File: src/rtl/sunsoft5b_env_noise.sv
// Sunsoft 5B envelope generator and 17-bit noise LFSR with CPU register port.
// Level output is registered one clk behind the envelope state.
module sunsoft5b_env_noise (
  input  logic        clk,
  input  logic        reset_n,
  input  logic        ce,
  input  logic        wr,
  input  logic [15:0] ain,
  input  logic [7:0]  din,
  output logic [4:0]  env_level,
  output logic        noise_out,
  output logic        env_active
);

  typedef enum logic {RUN = 1'b0, HOLD = 1'b1} state_t;

  logic [3:0]  sel;
  logic [4:0]  noise_period;
  logic [15:0] env_period;
  logic [3:0]  shape;
  logic [3:0]  presc;
  logic [4:0]  ncnt;
  logic        half;
  logic [16:0] lfsr;
  logic [15:0] ecnt;

  state_t      state, state_nxt;
  logic [4:0]  step, step_nxt;
  logic [4:0]  held, held_nxt;
  logic        dir, dir_nxt;
  logic [4:0]  level_nxt;
  logic [4:0]  level_p1;

  logic        wr_sel, wr_data, shape_wr, tick;
  logic [4:0]  n_per;
  logic [15:0] e_per;
  logic        n_wrap, e_wrap, step_evt;
  logic        unused_addr;

  assign unused_addr = ^ain[12:0];

  assign wr_sel   = ce && wr && (ain[15:13] == 3'b110);
  assign wr_data  = ce && wr && (ain[15:13] == 3'b111);
  assign shape_wr = wr_data && (sel == 4'd13);
  assign tick     = ce && (presc == 4'hF);

  // A zero period behaves as one so both counters still wrap every tick.
  assign n_per    = (noise_period == 5'd0) ? 5'd1 : noise_period;
  assign e_per    = (env_period == 16'd0) ? 16'd1 : env_period;
  assign n_wrap   = ({1'b0, ncnt} + 6'd1) >= {1'b0, n_per};
  assign e_wrap   = ({1'b0, ecnt} + 17'd1) >= {1'b0, e_per};
  assign step_evt = tick && e_wrap;

  // Register file, prescaler and the noise / envelope period counters
  always_ff @(posedge clk or negedge reset_n) begin
    if (!reset_n) begin
      sel          <= 4'd0;
      noise_period <= 5'd0;
      env_period   <= 16'd0;
      shape        <= 4'd0;
      presc        <= 4'd0;
      ncnt         <= 5'd0;
      half         <= 1'b0;
      lfsr         <= 17'h00001;
      ecnt         <= 16'd0;
    end else begin
      if (ce)
        presc <= presc + 4'd1;
      if (wr_sel)
        sel <= din[3:0];
      if (wr_data) begin
        case (sel)
          4'd6:    noise_period     <= din[4:0];
          4'd11:   env_period[7:0]  <= din;
          4'd12:   env_period[15:8] <= din;
          4'd13:   shape            <= din[3:0];
          default: ;
        endcase
      end
      if (tick) begin
        if (n_wrap) begin
          ncnt <= 5'd0;
          half <= ~half;
          if (!half)
            lfsr <= {lfsr[0] ^ lfsr[3], lfsr[16:1]};
        end else begin
          ncnt <= ncnt + 5'd1;
        end
      end
      if (shape_wr)
        ecnt <= 16'd0;
      else if (tick)
        ecnt <= e_wrap ? 16'd0 : ecnt + 16'd1;
    end
  end

  // Envelope FSM state register
  always_ff @(posedge clk or negedge reset_n) begin
    if (!reset_n) begin
      state <= HOLD;
      step  <= 5'd0;
      held  <= 5'd0;
      dir   <= 1'b0;
    end else begin
      state <= state_nxt;
      step  <= step_nxt;
      held  <= held_nxt;
      dir   <= dir_nxt;
    end
  end

  // Shape bits are {C, Att, Alt, Hold}; a shape write outranks a step event.
  always_comb begin
    state_nxt = state;
    step_nxt  = step;
    held_nxt  = held;
    dir_nxt   = dir;
    if (shape_wr) begin
      state_nxt = RUN;
      step_nxt  = 5'd0;
      dir_nxt   = din[2];
    end else if (step_evt && (state == RUN)) begin
      if (step != 5'd31) begin
        step_nxt = step + 5'd1;
      end else if (!shape[3]) begin
        state_nxt = HOLD;
        held_nxt  = 5'd0;
      end else if (shape[0]) begin
        state_nxt = HOLD;
        held_nxt  = (shape[2] ^ shape[1]) ? 5'd31 : 5'd0;
      end else begin
        step_nxt = 5'd0;
        if (shape[1])
          dir_nxt = ~dir;
      end
    end
  end

  always_comb begin
    env_active = (state == RUN);
    level_nxt  = held;
    if (state == RUN)
      level_nxt = dir ? step : (5'd31 - step);
  end

  // Output stage: level registered one clk after the state that produced it
  always_ff @(posedge clk or negedge reset_n) begin
    if (!reset_n)
      level_p1 <= 5'd0;
    else
      level_p1 <= level_nxt;
  end

  assign env_level = level_p1;
  assign noise_out = lfsr[0];

endmodule

File: config.mk
export PLATFORM = sky130hd
export DESIGN_NAME = sunsoft5b_env_noise
export DESIGN_NICKNAME = d
export VERILOG_FILES = /design/src/rtl/sunsoft5b_env_noise.sv
export SDC_FILE = /design/constraint.sdc
export NUM_CORES = 1
export LEC_CHECK = 0
export ABC_AREA = 1
export BUFFER_PORTS_ARGS = -buffer_cell sky130_fd_sc_hd__buf_2
export CELL_PAD_IN_SITES_DETAIL_PLACEMENT = 1
export CELL_PAD_IN_SITES_GLOBAL_PLACEMENT = 2
export CORE_ASPECT_RATIO = 0.8
export CORE_UTILIZATION = 39
export CTS_BUF_LIST = sky130_fd_sc_hd__clkbuf_4 sky130_fd_sc_hd__clkbuf_8 sky130_fd_sc_hd__clkbuf_16
export DETAILED_ROUTE_END_ITERATION = 8
export HOLD_SLACK_MARGIN = 0.06
export PLACE_DENSITY_LB_ADDON = 0.1
export SETUP_SLACK_MARGIN = 0.4
export SLEW_MARGIN = 20
export SYNTH_ARGS = -nofsm -noshare
export SYNTH_HDL_FRONTEND = slang
export SYNTH_SLANG_ARGS = --single-unit
File: constraint.sdc
create_clock -name clk -period 5.07 [get_ports clk]
set_clock_uncertainty 0.05 [all_clocks]
set_input_delay 1.2675 -clock clk [delete_from_list [all_inputs] [get_ports clk]]
set_output_delay 1.2675 -clock clk [all_outputs]
set_load 0.01 [all_outputs]
==> results of run 1 <==
==> report_power, final <==
| part | internal (W) | total, W | leakage (nW) | switching [W] |
|---|---|---|---|---|
| Clock | 0.000359 | 0.000633 | 0.138 | 0.000274 |
| Sequential | 0.000789 | 0.000890 | 1.11 | 0.000101 |
| Combinational | 0.000262 | 0.000678 | 1.23 | 0.000417 |
| Total | 0.00141 | 0.00220 | 2.48 | 0.000791 |
==> stage by stage <==
step	worst slack, ps	total power (W)
2_1_floorplan	2500	0.00139
3_3_place_gp	1490	0.00154
3_5_place_dp	1290	0.00159
4_1_cts	1210	0.00224
5_1_grt	887	0.00239
6_report	1250	0.00220
==> registers in the layout (all words and copies together) (netlist names) <==
name          count
presc             4
state             1
ncnt              5
held              1
step              5
env_level         5
half              1
lfsr             17
noise_period      5
dir               1
sel               4
ecnt             16
shape             4
env_period       16
==> worst max-delay path by stage <==
stage          cells after the start  startpoint  slack [ps]       to
2_1_floorplan                     20     ecnt[0]        2500  step[2]
3_3_place_gp                      15     ecnt[0]        1490  ecnt[3]
6_report                          16     ecnt[0]        1250  ecnt[3]
5_1_grt                           19     ecnt[0]         890  ecnt[3]
4_1_cts                           16     ecnt[0]        1210  ecnt[3]
3_5_place_dp                      16     ecnt[0]        1290  ecnt[3]
==> Yosys cell counts <==
library cell,number
nand3_1,22
o211ai_1,1
a41o_1,2
nand2_1,137
o21ai_0,59
inv_1,101
xor2_1,16
ha_1,26
nor2_2,4
or2_0,1
o21ai_1,8
a41oi_1,1
clkbuf_1,3
o21ai_2,1
o22ai_1,7
inv_2,2
nor4_1,4
nor2_1,22
o22ai_2,2
nand3_4,1
nand2_4,2
o221ai_1,1
mux2_2,1
or2_2,2
dfstp_2,2
nor3_4,1
buf_4,4
xnor2_1,2
dfrtp_1,83
nor3b_1,1
nand3_2,4
nand4_1,7
nor3_1,6
a21oi_1,8
buf_2,1
nand2_2,6
nor2_4,1
a21o_1,2
==> worst register-to-register path, cell delays in order, from the launching register on <==
cell and delay (ps):
dfrtp_1 440, ha_1 240, nand3_2 140, nor2_2 240, nand3_1 180, o21ai_0 240
o21ai_0 170, inv_1 90, ha_1 240, a21o_1 160, a21oi_1 120, nand2_1 60
nor2_1 190, nand4_1 600, inv_1 410, nand2_1 90, o21ai_0 90
==> cell type report <==
class | instances | area [um^2]
Multi-Input combinational cell | 358 | 2010
Timing Repair Buffer | 22 | 115
Sequential cell | 85 | 2130
Clock inverter | 5 | 33.8
Clock buffer | 11 | 253
Tap cell | 144 | 180
Fill cell | 1383 | 6040
Inverter | 103 | 387
==> layer usage <==
layer,GRT usage,vias up,part of all wire
li1,-,1814,-
met1,0.282,1719,0.52
met2,0.302,32,0.44
met3,0.0417,11,0.023
met4,0.0639,0,0.013
met5,0,-,0
==> cell families (layout without fill, tap and decap cells) <==
logic type / count (synthesis) / count (layout)
AO/OA/AOI/OAI: 92 / 92
XOR/XNOR: 18 / 18
adder cells (fa/ha/maj): 26 / 26
buffers and inverters: 111 / 141
flip-flops: 85 / 85
multiplexers: 1 / 1
AND/OR/NAND/NOR: 221 / 221
==> impl_metrics.toml, run 1 <==
[sta]
hold_slack_ps = 426
rsz0062_at_grt = "false"
hold_viol_final = 0
slew_headroom = 0.521
tightest_slew_ps = 719
drv_slew = 0
max_freq_mhz = 262
fin_crit_ps = 3820
setup_tns_ps = 0
setup_viol = 0
period_share = 0.754

[setup_path]
r2r_slack_ps = 1250
slowest_stage = "nand4_1"
path_delay_family = "simple AND/OR/NAND/NOR gates"
crit_chain = "ha_1 > nand3_2 > nor2_2 > nand3_1 > o21ai_0 > o21ai_0 > inv_1 > ha_1 > a21o_1 > a21oi_1 > nand2_1 > nor2_1 > nand4_1 > inv_1 > nand2_1 > o21ai_0"
start_kind = "flip-flop"
rr_endpoint = "ecnt[3]"
slowest_delay_ps = 600
critical_path_required_ps = 5270
arrival_ps = 4020
crit_top_cell = "o21ai_0"
path_buf_inv = 2
end_kind = "flip-flop"
cp_max_fo = 12
rr_worst_depth = 16
crit_type = "flip-flop to flip-flop"
r2r_start = "ecnt[0]"

[pwr]
p_per_area_nw_per_um2 = 431
leakagePower_nw = 2.48
ir_drop_mv = 0.226

[layout]
postLayoutCellArea_um2 = 5110
final_core_util = 0.458
diodes = 0
final_cell_mix = "nand2_1 (137), inv_1 (101), dfrtp_1 (83)"
synthToLayoutAreaGrowth_pct = 11.7
layout-drive-gt1-share = 0.115
finish.net_count = 633
final_common_cell = "nand2_1"
layoutNonFillerInstCount = 728

[global_routing]
overflow = 0
track_usage = 0.199
antenna_found_initial = 0
grt_max_degree = 55
first_global_vias = 3734
grt_pass1_wl_um = 18400

[clock_tree]
cts_root_buf = "clkbuf_16"
cts_buffers = 9
clk_pin_slew_ps = 60
cts_setup_buffers = 0
cts.sinks = 85
cts_max_level = 3
cts_tree = "yes"
clock_latency_ps = 340
cts_max_path_buffers = 2
ctsHoldBuffers = 0
ctsResizeCount = 0

[yosys]
synth_compound_area_frac = 0.112
syn_area_um2 = 4570
synth_cell_types = 38
synth_seq_cells = 85
ys_seq_area_frac = 0.466
synthAdderAreaFrac = 0.0712
yosys.area_share.simple = 0.219
synth_top_family_by_area = "simple AND/OR/NAND/NOR gates"
synth_area_leader_cell = "dfrtp_1"
syn_inst = 554
syn_nets = 608
synth_area_per_cell_um2 = 8.25
synth_xor_area_frac = 0.0345
synthTopCellsByArea = "dfrtp_1 (45%), nand2_1 (11%), inv_1 (8.3%)"
synth_top_area_frac = 0.454
yosysWarningCount = 0
synth_mux_area_frac = 0.00246

[detailed_routing]
wire_per_inst_um = 14.7
finalWirelength_um = 10700
viasPerCell = 4.91
drt-initial-drc-count = 106
drc = 0
drtPass1Iterations = 4
num_vias = 3576
drtAntennaViolNets = 0

[place]
place_inst = 712
gp_congestion = 0.750
dpl_cell_area_um2 = 4820
dp_hpwl_um = 7910
port_buffers = 21

[flow_run]
max_cap_violations = 0

[die]
core-area_um2 = 11100
rows = 34
initial_core_util = 0.410
io_pins = 35
die_width_um = 123
die_h_um = 98.8
dieArea_um2 = 12200

[min_path]
hp-class = "flip-flop to flip-flop"
min_path_cells = 1
hp-start = "presc[3]"
holdPathEnd = "presc[3]"

[run_status]
status = "finished clean"
Power figures use the tool's default switching activity.
==> inputs of run 2 (changes only) <==
--- a/config.mk
+++ b/config.mk
@@ -5,12 +5,12 @@
 export SDC_FILE = /design/constraint.sdc
 export NUM_CORES = 1
 export LEC_CHECK = 0
-export ABC_AREA = 1
+export ABC_AREA = 0
 export BUFFER_PORTS_ARGS = -buffer_cell sky130_fd_sc_hd__buf_2
 export CELL_PAD_IN_SITES_DETAIL_PLACEMENT = 1
 export CELL_PAD_IN_SITES_GLOBAL_PLACEMENT = 2
 export CORE_ASPECT_RATIO = 0.8
-export CORE_UTILIZATION = 39
+export CORE_UTILIZATION = 40
 export CTS_BUF_LIST = sky130_fd_sc_hd__clkbuf_4 sky130_fd_sc_hd__clkbuf_8 sky130_fd_sc_hd__clkbuf_16
 export DETAILED_ROUTE_END_ITERATION = 8
 export HOLD_SLACK_MARGIN = 0.06
==> constraint.sdc (replaced) <==
create_clock -name clk -period 3.9 [get_ports clk]
set_clock_uncertainty 0.05 [all_clocks]
set_input_delay 0.975 -clock clk [delete_from_list [all_inputs] [get_ports clk]]
set_output_delay 0.975 -clock clk [all_outputs]
set_load 0.01 [all_outputs]
==> run 2 against run 1 <==
Sequential power increased by 20%. Critical path depth shrank 4. Final cell count down 14%. Fmax is 16% higher. Synthesized cell count is 21% lower. Combinational power hardly changed. Design area grew 4.9%. Core utilization grew 2.2 points. Global-route usage rose by 0.55 points. First-iteration DRC count increased by 3.8%. Power up 16%. Critical path type unchanged. Largest cell class is now multi-input gates.
==> impl_metrics.toml, run 2 <==
[clock_tree]
clk_pin_slew_ps = 60
cts_max_path_buffers = 2
cts_max_level = 3
cts.sinks = 85
clock_latency_ps = 340
cts_tree = "yes"
ctsHoldBuffers = 0
cts_buffers = 9
cts_root_buf = "clkbuf_16"

[die]
io_pins = 35
core-area_um2 = 11100
die_h_um = 98.8
die_width_um = 123
rows = 34
dieArea_um2 = 12100
initial_core_util = 0.420

[detailed_routing]
wire_per_inst_um = 18.0
drtAntennaViolNets = 0
num_vias = 3385
viasPerCell = 5.43
drt-initial-drc-count = 110
finalWirelength_um = 11200
drc = 0
drtPass1Iterations = 4

[yosys]
synth_common_cells = "dfrtp_1 (83), nand2_1 (52), mux2_2 (34), inv_1 (29), ha_1 (26)"
synth_area_per_cell_um2 = 10.6
synth_area_leader_cell = "dfrtp_1"
synth_most_common_cell = "dfrtp_1"
synth_edf_count = 0
synth_seq_cells = 85
async_reset_ff_frac = 1.00
synth_cell_types = 60
synth_top_area_frac = 0.444
ys.flop_type = "dfrtp_1"
yosysWarningCount = 0
synthTopCellsByArea = "dfrtp_1 (44%), mux2_2 (8.2%), ha_1 (6.9%)"
ys_seq_area_frac = 0.455
syn_inst = 440
syn_area_um2 = 4680
syn_nets = 494

[min_path]
hp-class = "flip-flop to flip-flop"

[sta]
max_freq_mhz = 304
fin_crit_ps = 3290
period_share = 0.844
rsz0062_at_grt = "false"
setup_tns_ps = 0
hold_viol_final = 0
slew_headroom = 0.514
setup_viol = 0
tightest_slew_ps = 730
drv_slew = 0

[layout]
largest_reg_flops = 17
regArea_um2 = 2130
multi_input_area_um2 = 2410
largest-register = "lfsr"
finish.net_count = 528
final_common_cell = "dfrtp_1"
diodes = 0
layout-drive-gt1-share = 0.259
postLayoutCellArea_um2 = 5360
reg_top3 = "lfsr: 17 flops, ecnt: 16 flops, env_period: 16 flops"
final_cell_mix = "dfrtp_1 (82), nand2_1 (52), mux2_2 (34)"
synthToLayoutAreaGrowth_pct = 14.4
fillCellCount = 1239

[pwr]
leakagePower_nw = 2.54
p_per_area_nw_per_um2 = 477
ir_drop_mv = 0.190

[place]
port_buffers = 21
dp_hpwl_um = 8040
dpl_cell_area_um2 = 4960
gp_congestion = 0.776

[setup_path]
critical_path_required_ps = 4060
crit_type = "flip-flop to flip-flop"
start_kind = "flip-flop"
cp_max_fo = 10
arrival_ps = 3450
end_kind = "flip-flop"

[flow_run]
max_cap_violations = 0

[run_status]
status = "finished clean"

[global_routing]
antenna_found_initial = 0
first_global_vias = 3622
grt_pass1_wl_um = 18700
grt_max_degree = 49
track_usage = 0.204
overflow = 0
-- run 2: logic make-up (layout without fill, tap and decap cells) --
group | count (synthesis) | in the layout | synth area share
AOI/OAI and AO/OA | 65 | 65 | 0.0986
muxes | 44 | 44 | 0.112
buffers and inverters | 45 | 84 | 0.0420
adders and majority gates | 26 | 26 | 0.0695
xor gates and xnor gates | 26 | 26 | 0.0486
DFF | 85 | 85 | 0.455
and+or+nand+nor | 149 | 149 | 0.175
-- run 2: what timing repair did --
| action | CTS | global route |
|---|---|---|
| endpoints found under the setup margin | 16 | 22 |
| buffers inserted | 5 | 2 |
| gates resized for setup | 2 | 10 |
| pin swaps | 2 | 5 |
-- run 2: critical path, cell delays in order, from the launching register on --
cell and delay, ps:
dfrtp_1 450, and2_1 190, nand4_2 300, nor3_1 350, xor2_1 150, ha_1 220, a21oi_1 190, o21ai_0 150
a22o_1 250, a311o_2 440, buf_4 170, a22oi_1 150, o32ai_1 100
-- run 2: metal layers --
layer  up-vias  share of wire  global-route usage
met5         -              0                   0
met4         0          0.013              0.0638
met3        10          0.024              0.0376
li1       1630              -                   -
met1      1707           0.48               0.263
met2        38           0.48               0.345
-- run 2: where the power goes --
group | internal [W] | leakage [nW] | switching [W]
registers | 0.000971 | 1.11 | 0.0000949
clock network | 0.000457 | 0.143 | 0.000355
logic | 0.000324 | 1.28 | 0.000352
total | 0.00175 | 2.54 | 0.000802
-- run 2: area by class of cell --
type / instances / share of cell area
Clock inverter: 5 / 0.00677
Multi-Input combinational cell: 310 / 0.450
Tap cell: 144 / 0.0336
Sequential cell: 85 / 0.398
Timing Repair Buffer: 39 / 0.0460
Clock buffer: 11 / 0.0460
Inverter: 29 / 0.0203
-- run 2: worst paths after layout --
| path | start | end | slack, ps | cells after the start |
|---|---|---|---|---|
| max reg2reg | ecnt[2] | step[3] | 610 | 12 |
| min reg2reg | shape[0] | shape[0] | 440 | 2 |
| min | shape[0] | shape[0] | 440 | 2 |
| max in group asynchronous | reset_n | lfsr[0] | 2410 | 2 |
| min in group asynchronous | reset_n | ecnt[12] | 610 | 1 |
| max | ecnt[2] | step[3] | 610 | 12 |
-- run 2: through the flow --
stage / setup WS [ps] / hold WS, ps / std cells / utilization / power (W)
after floorplan: 640 / 393 / 440 / - / 0.00147
after global placement: 405 / 416 / 600 / 0.445 / 0.00162
after detailed placement: 315 / 424 / 600 / 0.445 / 0.00165
after CTS: 409 / 438 / 621 / 0.475 / 0.00254
after global routing: 411 / 473 / 623 / 0.481 / 0.00271
final: 610 / 441 / 623 / 0.481 / 0.00255
